`src/rtl/rs_enc_arbiter.sv`:
```
// Two-channel round-robin arbiter in front of one rs_encoder. It grants a channel for a whole
// codeword and re-arbitrates only after the codeword's final parity symbol has been consumed.
module rs_enc_arbiter #(
    parameter int unsigned WORD_LENGTH = 8,
    parameter int unsigned N           = 15,
    parameter int unsigned K           = 11
) (
    input  logic                     clk,
    input  logic                     rst,
    input  logic [1:0]               i_valid,
    input  logic [1:0]               i_start_codeword,
    input  logic [1:0]               i_end_codeword,
    input  logic [2*WORD_LENGTH-1:0] i_symbol,
    output logic [1:0]               o_in_ready,
    output logic                     o_enc_valid,
    output logic                     o_enc_start_codeword,
    output logic                     o_enc_end_codeword,
    output logic [WORD_LENGTH-1:0]   o_enc_symbol,
    input  logic                     i_enc_in_ready,
    input  logic                     i_enc_end_codeword,
    input  logic                     i_enc_error,
    input  logic                     i_consume,
    output logic                     o_channel,
    output logic                     o_busy,
    output logic                     o_drop,
    output logic                     o_error
);

    localparam int unsigned CntW = $clog2(K + 1);

    if (N <= K) begin : g_param_check
        $error("rs_enc_arbiter: N must exceed K");
    end

    typedef enum logic [1:0] {StIdle, StForward, StDrain, StError} state_e;

    state_e                 r_state;
    logic                   r_grant;
    logic                   r_last;
    logic [CntW-1:0]        r_sym_cnt;

    logic [1:0]             req;
    logic [1:0]             orphan;
    logic                   grant_c;
    logic                   accept;
    logic [WORD_LENGTH-1:0] sym_g;

    assign req     = i_valid & i_start_codeword;
    assign orphan  = i_valid & ~i_start_codeword;
    // On a tie the channel that did not win last time gets the grant.
    assign grant_c = (req == 2'b11) ? ~r_last : req[1];
    assign sym_g   = r_grant ? i_symbol[2*WORD_LENGTH-1 -: WORD_LENGTH]
                             : i_symbol[WORD_LENGTH-1:0];
    assign accept  = i_valid[r_grant] & i_enc_in_ready;

    always_ff @(posedge clk or negedge rst) begin
        if (!rst) begin
            r_state   <= StIdle;
            r_grant   <= 1'b0;
            r_last    <= 1'b1;
            r_sym_cnt <= '0;
        end else if (i_enc_error) begin
            r_state <= StError;
        end else begin
            unique case (r_state)
                StIdle: begin
                    if (|req) begin
                        r_grant   <= grant_c;
                        r_last    <= grant_c;
                        r_sym_cnt <= '0;
                        r_state   <= StForward;
                    end
                end
                StForward: begin
                    if (accept) begin
                        if (r_sym_cnt != CntW'(K)) begin
                            r_sym_cnt <= r_sym_cnt + 1'b1;
                        end
                        if (i_end_codeword[r_grant]) begin
                            r_state <= StDrain;
                        end
                    end
                end
                StDrain: begin
                    if (i_enc_end_codeword && i_consume) begin
                        r_state <= StIdle;
                    end
                end
                StError: r_state <= StError;
                default: r_state <= StIdle;
            endcase
        end
    end

    always_comb begin
        o_in_ready           = 2'b00;
        o_enc_valid          = 1'b0;
        o_enc_start_codeword = 1'b0;
        o_enc_end_codeword   = 1'b0;
        o_enc_symbol         = '0;
        o_drop               = 1'b0;
        unique case (r_state)
            StIdle: begin
                // Symbols arriving without a start marker are swallowed here.
                o_in_ready = orphan;
                o_drop     = |orphan;
            end
            StForward: begin
                o_enc_valid          = i_valid[r_grant];
                o_enc_start_codeword = i_start_codeword[r_grant];
                o_enc_end_codeword   = i_end_codeword[r_grant];
                o_enc_symbol         = sym_g;
                o_in_ready[r_grant]  = i_enc_in_ready;
            end
            default: ;
        endcase
    end

    assign o_channel = r_grant;
    assign o_busy    = (r_state == StForward) || (r_state == StDrain);
    assign o_error   = (r_state == StError);

endmodule

```
`config.mk`:
```
export PLATFORM = sky130hd
export DESIGN_NAME = rs_enc_arbiter
export DESIGN_NICKNAME = d
export VERILOG_FILES = /design/src/rtl/rs_enc_arbiter.sv
export SDC_FILE = /design/constraint.sdc
export NUM_CORES = 1
export LEC_CHECK = 0
export CAP_MARGIN = 20
export CORE_AREA = 2 2 39 41
export DETAILED_ROUTE_END_ITERATION = 6
export DIE_AREA = 0 0 41 43
export DONT_BUFFER_PORTS = 1
export GPL_TIMING_DRIVEN = 0
export PLACE_DENSITY_LB_ADDON = 0.08
export SYNTH_ARGS = -nofsm -noshare
export SYNTH_HDL_FRONTEND = slang
export SYNTH_SLANG_ARGS = --single-unit
```
`constraint.sdc`:
```
create_clock -name clk -period 3.3 [get_ports clk]
set_clock_uncertainty 0.1 [all_clocks]
set_input_delay 0 -clock clk [delete_from_list [all_inputs] [get_ports clk]]
set_output_delay 0 -clock clk [all_outputs]
set_load 0.005 [all_outputs]
```
==> flow_summary.html, run 1 <==
<table>
<tr><th>Metric</th><th>Value</th></tr>
<tr><th colspan="2">Status</th></tr>
<tr><td>Outcome</td><td>finished, final reports clean</td></tr>
<tr><th colspan="2">Floorplan</th></tr>
<tr><td>Die X-Extent</td><td>41 µm</td></tr>
<tr><td>Number of core rows</td><td>14</td></tr>
<tr><td>Initial cell density of the core</td><td>40.4%</td></tr>
<tr><td>DIE AREA</td><td>0.00176 mm²</td></tr>
<tr><td>Vertical extent of the die</td><td>43 µm</td></tr>
<tr><td>Core Box Area</td><td>0.00138 mm²</td></tr>
<tr><td>I/O pin total</td><td>45</td></tr>
<tr><th colspan="2">Clock network</th></tr>
<tr><td>Number of buffers inserted by post-CTS setup repair</td><td>0</td></tr>
<tr><td>Clock tree from TritonCTS</td><td>yes</td></tr>
<tr><td>Clock latency at the later pin of the worst-skew pair</td><td>230 ps</td></tr>
<tr><td>Clock-pin slew on the worst setup and hold paths</td><td>40 ps</td></tr>
<tr><td>H-tree depth</td><td>1</td></tr>
<tr><td>Clk root buf</td><td>clkbuf_4</td></tr>
<tr><td>Bufs on Longest Clock Path</td><td>2</td></tr>
<tr><td>Number of clock sinks</td><td>4</td></tr>
<tr><td>Total CTS buffers</td><td>3</td></tr>
<tr><th colspan="2">Yosys</th></tr>
<tr><td>Post-Synthesis Cell Area</td><td>559 µm²</td></tr>
<tr><td>Post-Synthesis Net Count</td><td>95</td></tr>
<tr><td>Count of unique library cells instantiated by Yosys</td><td>26</td></tr>
<tr><td>Most numerous cell types in the synthesized netlist</td><td>nor2b_1 (14), mux2i_1 (11), ha_1 (4), nand2_1 (4)</td></tr>
<tr><td>Number of enable flip-flop cells after synthesis</td><td>0</td></tr>
<tr><td>Most frequently used cell type in the post-synthesis netlist</td><td>nor2b_1</td></tr>
<tr><td>Number of instances in the synthesized netlist</td><td>63</td></tr>
<tr><td>Yosys Warn Count</td><td>0</td></tr>
<tr><td>Avg Inst Size Synth</td><td>8.88 µm²</td></tr>
<tr><td>Primary flip-flop cell chosen by synthesis mapping</td><td>dfrtp_1</td></tr>
<tr><td>Flip-flop and latch count after synthesis</td><td>4</td></tr>
<tr><td>Cell types with the largest area share after synthesis</td><td>mux2i_1 (20%), nor2b_1 (16%), dfrtp_1 (13%)</td></tr>
<tr><td>Fraction of registers with async set or reset after synthesis</td><td>100%</td></tr>
<tr><td>Largest area contributor in the netlist</td><td>mux2i_1</td></tr>
<tr><td>Share of the synthesized area in the top cell type</td><td>19.7%</td></tr>
<tr><td>Share of the yosys chip area belonging to registers</td><td>18.1%</td></tr>
<tr><th colspan="2">Critical path</th></tr>
<tr><td>Longest individual stage delay on the worst path</td><td>590 ps</td></tr>
<tr><td>Critical path data arrival time</td><td>2730 ps</td></tr>
<tr><td>Type of element capturing the critical path</td><td>flop</td></tr>
<tr><td>Startpoint class of the critical path</td><td>flop</td></tr>
<tr><td>Cell family contributing the most delay on the critical path</td><td>buffers and inverters</td></tr>
<tr><td>Required time worst endpoint</td><td>3370 ps</td></tr>
<tr><td>Buffers plus inverters on the worst setup path</td><td>3</td></tr>
<tr><td>Crit-path max FO</td><td>5</td></tr>
<tr><td>Crit path max-delay cell type</td><td>dlygate4sd3_1</td></tr>
<tr><td>Setup Crit Path Kind</td><td>flop to flop</td></tr>
<tr><td>Cell with the most instances on the worst path</td><td>dlygate4sd3_1</td></tr>
<tr><td>Crit path cell chain</td><td>inv_1 &gt; ha_1 &gt; nor2b_1 &gt; nand3_1 &gt; dlygate4sd3_1 &gt; a31oi_1 &gt; a21o_1 &gt; dlygate4sd3_1</td></tr>
<tr><th colspan="2">Power</th></tr>
<tr><td>Overall Power</td><td>0.343 mW</td></tr>
<tr><td>Power per unit of standard cell area</td><td>493 mW/mm²</td></tr>
<tr><td>Peak supply drop</td><td>0.000287 V</td></tr>
<tr><td>Leakage power</td><td>0.273 nW</td></tr>
<tr><th colspan="2">Placement</th></tr>
<tr><td>Setup Slack @ Placement</td><td>1700 ps</td></tr>
<tr><td>Placed Cells</td><td>79</td></tr>
<tr><td>Final RePlAce weighted congestion</td><td>0.658</td></tr>
<tr><td>HPWL after DPL</td><td>940 µm</td></tr>
<tr><td>Count of input and output buffers</td><td>0</td></tr>
<tr><th colspan="2">STA</th></tr>
<tr><td>Clock period minus worst slack</td><td>2660 ps</td></tr>
<tr><td>Max-slew violation total from the final report</td><td>0</td></tr>
<tr><td>PnR worst setup slack</td><td>636 ps</td></tr>
<tr><td>Achievable frequency</td><td>375 MHz</td></tr>
<tr><td>RSZ-0062 raised after global routing</td><td>false</td></tr>
<tr><td>Final number of hold-violating endpoints</td><td>0</td></tr>
<tr><td>Total negative slack for setup checks</td><td>0 ps</td></tr>
<tr><td>Endpoints failing setup</td><td>0</td></tr>
<tr><td>Post-route fraction of the period consumed by the critical path</td><td>80.7%</td></tr>
<tr><td>Transition at the pin with the smallest max-transition slack</td><td>281 ps</td></tr>
<tr><td>Slew headroom</td><td>81.3%</td></tr>
<tr><th colspan="2">Cells and area</th></tr>
<tr><td>Non-Filler Instances</td><td>92</td></tr>
<tr><td>Final nets</td><td>109</td></tr>
<tr><td>Diodes inserted</td><td>0</td></tr>
<tr><td>Layout cells sized above 1</td><td>13.2%</td></tr>
<tr><td>Share of the core filled with cells in the final layout</td><td>50.3%</td></tr>
<tr><td>Synth-to-layout area growth</td><td>24.4%</td></tr>
<tr><th colspan="2">Drt</th></tr>
<tr><td>First-pass DRT Iterations</td><td>2</td></tr>
<tr><td>Antenna viol nets, final</td><td>0</td></tr>
<tr><td>Post-route DRC violation count</td><td>0</td></tr>
<tr><td>Via Count</td><td>522</td></tr>
<tr><td>Average vias per placed instance</td><td>5.67</td></tr>
<tr><td>Total wire length</td><td>1290 µm</td></tr>
<tr><td>WL per Instance</td><td>14.1 µm</td></tr>
<tr><td>Violation count after the first detailed-route iteration</td><td>4</td></tr>
<tr><th colspan="2">Global routing</th></tr>
<tr><td>Overall Global Routing Usage</td><td>14.9%</td></tr>
<tr><td>Aggregate global routing overflow</td><td>0</td></tr>
<tr><td>Wire length of the first global-routing pass</td><td>1830 µm</td></tr>
<tr><td>Pin count of the biggest net entering global routing</td><td>11</td></tr>
<tr><td>Number of global-route vias before repair</td><td>455</td></tr>
<tr><td>Initial antenna violation count</td><td>0</td></tr>
<tr><th colspan="2">Hold path</th></tr>
<tr><td>Min-delay worst type</td><td>input pin to flop</td></tr>
<tr><th colspan="2">Run</th></tr>
<tr><td>Maximum capacitance violations</td><td>0</td></tr>
</table>
cell type report:
type | count | area, µm²
repair buffers | 9 | 90.1
flip-flops and latches | 4 | 101
multi-input cells | 54 | 430
well taps | 16 | 20.0
fillers | 157 | 688
plain buffers | 3 | 20.0
inverters | 2 | 7.51
clock buffers | 4 | 26.3
placed cells by master, fill, tap and decap left out:
master and n:
dlygate4sd3_1 9, and4b_1 1, a32oi_2 1, nor2b_1 14
a32o_1 1, buf_6 1, nand3_1 2, dfstp_2 1
and3_1 1, nand2_1 4, nor2_1 2, a31oi_1 1
o21ai_0 1, a22oi_1 1, nand4b_4 1, buf_2 1
o21a_1 1, o2bb2ai_1 1, mux2i_1 11, a21o_1 1
nand4_1 1, nor3_2 2, dfrtp_1 3, nor3_1 3
inv_1 2, clkbuf_4 3, clkbuf_1 2, ha_1 4
flip-flops by register name, indices dropped and copies added, names as in the netlist:
register	count
r_last	1
o_channel	1
r_state	2
repair_timing:
action	CTS	global route
hold buffers	9	0
endpoints found under the hold margin	8	0
gates resized for setup	0	0
metrics by stage:
stage                     hold WS (ps)  instance area (µm²)
after floorplan                   -396                  559
after global placement            -396                  579
after detailed placement          -395                  579
after CTS                         7.01                  696
after global routing              42.1                  696
final                             20.2                  696
worst register-to-register path: stages (launching register included):
cell           delay (ps)
dfrtp_1               420
inv_1                 100
ha_1                  220
nor2b_1               230
nand3_1               110
dlygate4sd3_1         590
a31oi_1               190
a21o_1                110
dlygate4sd3_1         550
cell families after synthesis:
logic type	share of synthesized area, %
AO/OA/AOI/OAI	12.3
multiplexers	19.7
flip-flops	18.1
buffers and inverters	4.92
adder cells (fa/ha/maj)	8.95
AND/OR/NAND/NOR	36.0
per-layer routing:
layer / part of all wire (%) / vias to the layer above / GRT usage, %
met1: 38 / 241 / 16.6
met2: 51 / 26 / 25.6
met3: 11 / 0 / 4.71
met4: 0 / 0 / 4.00
li1: - / 255 / -
met5: 0 / - / 0
power by group:
group	leakage, nW	switching, mW	internal [mW]
registers	0.0419	0.0185	0.0645
logic	0.216	0.100	0.0921
clock network	0.0150	0.0217	0.0455
worst paths after layout:
path	start	end	slack, ps	cells after the start
worst max-delay path	r_state[0]$_DFFE_PN0P_	o_channel$_DFFE_PN0P_	640	8
worst min-delay path	i_enc_error	r_state[1]$_DFFE_PN0P_	20	3
worst max register to register	r_state[0]$_DFFE_PN0P_	o_channel$_DFFE_PN0P_	640	8
worst min register to register	r_state[1]$_DFFE_PN0P_	r_state[1]$_DFFE_PN0P_	550	2
max in group asynchronous	rst	r_last$_DFFE_PN1P_	2390	2
min in group asynchronous	rst	o_channel$_DFFE_PN0P_	470	2
(Power assumes the default switching activity.)
==> run 2: changes to the inputs <==
- clock period: 3.3 -> 2.46 ns (I/O delays scaled with it)
==> run 2 against run 1 <==
  * Cell area is 1.4% lower
  * Via count is 1.5% lower
  * Combinational power rose by 32%
  * Sequential cell count did not move
  * Fmax up 30%
  * Wire length is 2.8% lower
  * Total power up 33%
  * Die area is the same
  * Final cell count shrank 1.1%
  * First-iteration DRC count decreased by 100%
  * Sequential power is 34% higher
  * Sequential share of layout area grew 0.21 points
  * Largest cell class unchanged
==> flow_summary.html, run 2 (same netlist as run 1, synthesis figures left out) <==
<table>
<tr><th>Metric</th><th>Value</th></tr>
<tr><th colspan="2">Critical path</th></tr>
<tr><td>Startpoint class of the critical path</td><td>flop</td></tr>
<tr><td>Crit-path max FO</td><td>5 (unchanged)</td></tr>
<tr><td>Buffers plus inverters on the worst setup path</td><td>2 (-1)</td></tr>
<tr><td>Required time worst endpoint</td><td>2530 ps (-840 ps)</td></tr>
<tr><td>Type of element capturing the critical path</td><td>flop</td></tr>
<tr><td>Slack of the worst reg-to-reg path</td><td>420 ps (-220 ps)</td></tr>
<tr><td>Setup Crit Path Kind</td><td>flop to flop</td></tr>
<tr><td>Longest individual stage delay on the worst path</td><td>580 ps (about the same)</td></tr>
<tr><td>Crit path max-delay cell type</td><td>dlygate4sd3_1</td></tr>
<tr><td>Crit path cell chain</td><td>inv_1 &gt; ha_1 &gt; nor2b_1 &gt; nand3_1 &gt; dlygate4sd3_1 &gt; a31oi_1 &gt; a21o_1</td></tr>
<tr><td>Cell family contributing the most delay on the critical path</td><td>buffers and inverters</td></tr>
<tr><td>Critical path data arrival time</td><td>2120 ps (-610 ps)</td></tr>
<tr><th colspan="2">STA</th></tr>
<tr><td>RSZ-0062 raised after global routing</td><td>false</td></tr>
<tr><td>Max-slew violation total from the final report</td><td>0 (unchanged)</td></tr>
<tr><td>Post-route fraction of the period consumed by the critical path</td><td>83.1% (+2.3 points)</td></tr>
<tr><td>Slew headroom</td><td>81.7% (+0.48 points)</td></tr>
<tr><td>Final number of hold-violating endpoints</td><td>0 (unchanged)</td></tr>
<tr><td>Transition at the pin with the smallest max-transition slack</td><td>274 ps (-7.23 ps)</td></tr>
<tr><td>Achievable frequency</td><td>489 MHz (+30%)</td></tr>
<tr><td>Clock period minus worst slack</td><td>2040 ps (-621 ps)</td></tr>
<tr><td>Total negative slack for setup checks</td><td>0 ps (unchanged)</td></tr>
<tr><td>Endpoints failing setup</td><td>0 (unchanged)</td></tr>
<tr><td>PnR worst setup slack</td><td>417 ps (-219 ps)</td></tr>
<tr><th colspan="2">Drt</th></tr>
<tr><td>Violation count after the first detailed-route iteration</td><td>0 (-4)</td></tr>
<tr><td>Total wire length</td><td>1260 µm (-2.8%)</td></tr>
<tr><td>Post-route DRC violation count</td><td>0 (unchanged)</td></tr>
<tr><td>First-pass DRT Iterations</td><td>1 (-1)</td></tr>
<tr><td>Antenna viol nets, final</td><td>0 (unchanged)</td></tr>
<tr><td>Via Count</td><td>514 (-1.5%)</td></tr>
<tr><td>WL per Instance</td><td>13.8 µm (-1.7%)</td></tr>
<tr><td>Average vias per placed instance</td><td>5.65 (-0.45%)</td></tr>
<tr><th colspan="2">Cells and area</th></tr>
<tr><td>Share of the core filled with cells in the final layout</td><td>49.5% (-0.72 points)</td></tr>
<tr><td>Register name with the most flops</td><td>r_state</td></tr>
<tr><td>Flip-flop count of the largest register after layout</td><td>2 (unchanged)</td></tr>
<tr><td>Diodes inserted</td><td>0 (unchanged)</td></tr>
<tr><td>Layout cells sized above 1</td><td>13.3% (+0.18 points)</td></tr>
<tr><td>Final nets</td><td>108 (-0.92%)</td></tr>
<tr><td>Synth-to-layout area growth</td><td>22.6%</td></tr>
<tr><td>Leading cell type in the layout, fill and taps excluded</td><td>nor2b_1</td></tr>
<tr><td>Final Instance Area</td><td>686 µm² (-1.4%)</td></tr>
<tr><td>Commonest cells after routing, fill and taps aside</td><td>nor2b_1 (14), mux2i_1 (11), dlygate4sd3_1 (8), nand2_1 (4), ha_1 (4)</td></tr>
<tr><th colspan="2">Power</th></tr>
<tr><td>Switching power total</td><td>0.187 mW (+33%)</td></tr>
<tr><td>Peak supply drop</td><td>0.000385 V (+34%)</td></tr>
<tr><td>Internal Power</td><td>0.269 mW (+33%)</td></tr>
<tr><td>Power per unit of standard cell area</td><td>666 mW/mm² (+35%)</td></tr>
<tr><td>Leakage power</td><td>0.263 nW (-3.5%)</td></tr>
<tr><td>Overall Power</td><td>0.456 mW (+33%)</td></tr>
<tr><td>Fraction of power consumed by sequential logic</td><td>24.4% (+0.2 points)</td></tr>
<tr><td>Switching share of power</td><td>41.1% (+0.052 points)</td></tr>
<tr><td>Fraction of power consumed by the clock network</td><td>19.7% (about the same)</td></tr>
<tr><td>Portion of total power attributed to combinational logic</td><td>55.9% (-0.3 points)</td></tr>
<tr><th colspan="2">Clock network</th></tr>
<tr><td>Clock latency at the later pin of the worst-skew pair</td><td>230 ps (about the same)</td></tr>
<tr><td>Number of clock sinks</td><td>4 (unchanged)</td></tr>
<tr><td>H-tree depth</td><td>1 (unchanged)</td></tr>
<tr><td>Clk root buf</td><td>clkbuf_4</td></tr>
<tr><td>Number of cells upsized or downsized after cts</td><td>0 (unchanged)</td></tr>
<tr><td>Clock-pin slew on the worst setup and hold paths</td><td>40 ps (about the same)</td></tr>
<tr><td>Clock tree from TritonCTS</td><td>yes</td></tr>
<tr><td>Bufs on Longest Clock Path</td><td>2 (unchanged)</td></tr>
<tr><td>Total CTS buffers</td><td>3 (unchanged)</td></tr>
<tr><th colspan="2">Placement</th></tr>
<tr><td>Placed Area</td><td>579 µm² (unchanged)</td></tr>
<tr><td>Count of input and output buffers</td><td>0 (unchanged)</td></tr>
<tr><td>HPWL after DPL</td><td>940 µm (unchanged)</td></tr>
<tr><td>Final RePlAce weighted congestion</td><td>0.658 (unchanged)</td></tr>
<tr><td>Setup Slack @ Placement</td><td>862 ps (-840 ps)</td></tr>
<tr><th colspan="2">Global routing</th></tr>
<tr><td>Wire length of the first global-routing pass</td><td>1810 µm (-0.77%)</td></tr>
<tr><td>Grt met2 use</td><td>25.3% (-0.31 points)</td></tr>
<tr><td>Busiest grt layer</td><td>met2</td></tr>
<tr><td>GR met3 Demand/Resource</td><td>4.71% (unchanged)</td></tr>
<tr><td>Aggregate global routing overflow</td><td>0 (unchanged)</td></tr>
<tr><td>Pin count of the biggest net entering global routing</td><td>11 (unchanged)</td></tr>
<tr><td>Overall Global Routing Usage</td><td>14.8% (-0.10 points)</td></tr>
<tr><td>Initial antenna violation count</td><td>0 (unchanged)</td></tr>
<tr><td>Number of global-route vias before repair</td><td>457 (+0.44%)</td></tr>
<tr><td>Met1 capacity usage during global routing</td><td>16.6% (unchanged)</td></tr>
<tr><th colspan="2">Floorplan</th></tr>
<tr><td>Number of core rows</td><td>14 (unchanged)</td></tr>
<tr><td>Initial cell density of the core</td><td>40.4% (unchanged)</td></tr>
<tr><td>DIE AREA</td><td>0.00176 mm² (unchanged)</td></tr>
<tr><td>Die X-Extent</td><td>41 µm (unchanged)</td></tr>
<tr><td>Vertical extent of the die</td><td>43 µm (unchanged)</td></tr>
<tr><td>Core Box Area</td><td>0.00138 mm² (unchanged)</td></tr>
<tr><td>I/O pin total</td><td>45 (unchanged)</td></tr>
<tr><th colspan="2">Run</th></tr>
<tr><td>Maximum capacitance violations</td><td>0 (unchanged)</td></tr>
<tr><th colspan="2">Hold path</th></tr>
<tr><td>Min-delay worst type</td><td>input pin to flop</td></tr>
<tr><th colspan="2">Status</th></tr>
<tr><td>Outcome</td><td>finished, final reports clean</td></tr>
</table>
[run 2: changes by cell type in the layout (fill, tap and decap cells not counted), sizes merged]
cell         previous run  this run
dlygate4sd3             9         8
[run 2: through the flow]
| stage | std cells | hold WS [ps] |
|---|---|---|
| 2_1_floorplan | 63 | -396 |
| 3_3_place_gp | 79 | -396 |
| 3_5_place_dp | 79 | -395 |
| 4_1_cts | 91 | 7.01 |
| 5_1_grt | 91 | 42.1 |
| 6_report | 91 | 20.7 |
[run 2: tightest hold or removal path, cell delays in order]
cell and delay [ps]:
nor3_1 30, and3_1 180, nor3_2 100
[run 2: path summary, 6_finish.rpt]
kind,from,to,depth (start not counted)
max,r_state[0]$_DFFE_PN0P_,o_channel$_DFFE_PN0P_,7
min reg2reg,r_last$_DFFE_PN1P_,r_last$_DFFE_PN1P_,2
min,i_enc_error,r_state[1]$_DFFE_PN0P_,3
min in group asynchronous,rst,o_channel$_DFFE_PN0P_,2
max reg2reg,r_state[0]$_DFFE_PN0P_,o_channel$_DFFE_PN0P_,7
max in group asynchronous,rst,r_last$_DFFE_PN1P_,2
[run 2: final cells by class]
class	instances	area (µm²)
plain buffers	3	20.0
clock buffers	4	26.3
fillers	156	698
inverters	2	7.51
multi-input cells	54	430
flip-flops and latches	4	101
well taps	16	20.0
repair buffers	8	80.1
[run 2: power by group through the flow]
stage               logic (mW)  clock network (mW)  registers (mW)
CTS                      0.259              0.0956           0.112
floorplan                0.213                   0           0.106
finish                   0.255              0.0899           0.111
global placement         0.249                   0           0.113
global route             0.287               0.100           0.116
detailed placement       0.249                   0           0.113
[run 2: what timing repair did]
| item | CTS | global route |
|---|---|---|
| buffers inserted | 0 | 0 |
| hold endpoints to repair | 8 | 0 |
| hold buffers | 8 | 0 |
[run 2: metal layers]
| metal | up-vias | part of all wire, % |
|---|---|---|
| met1 | 235 | 38 |
| met2 | 26 | 50 |
| met4 | 0 | 0 |
| met3 | 0 | 12 |
| li1 | 253 | - |
| met5 | - | 0 |
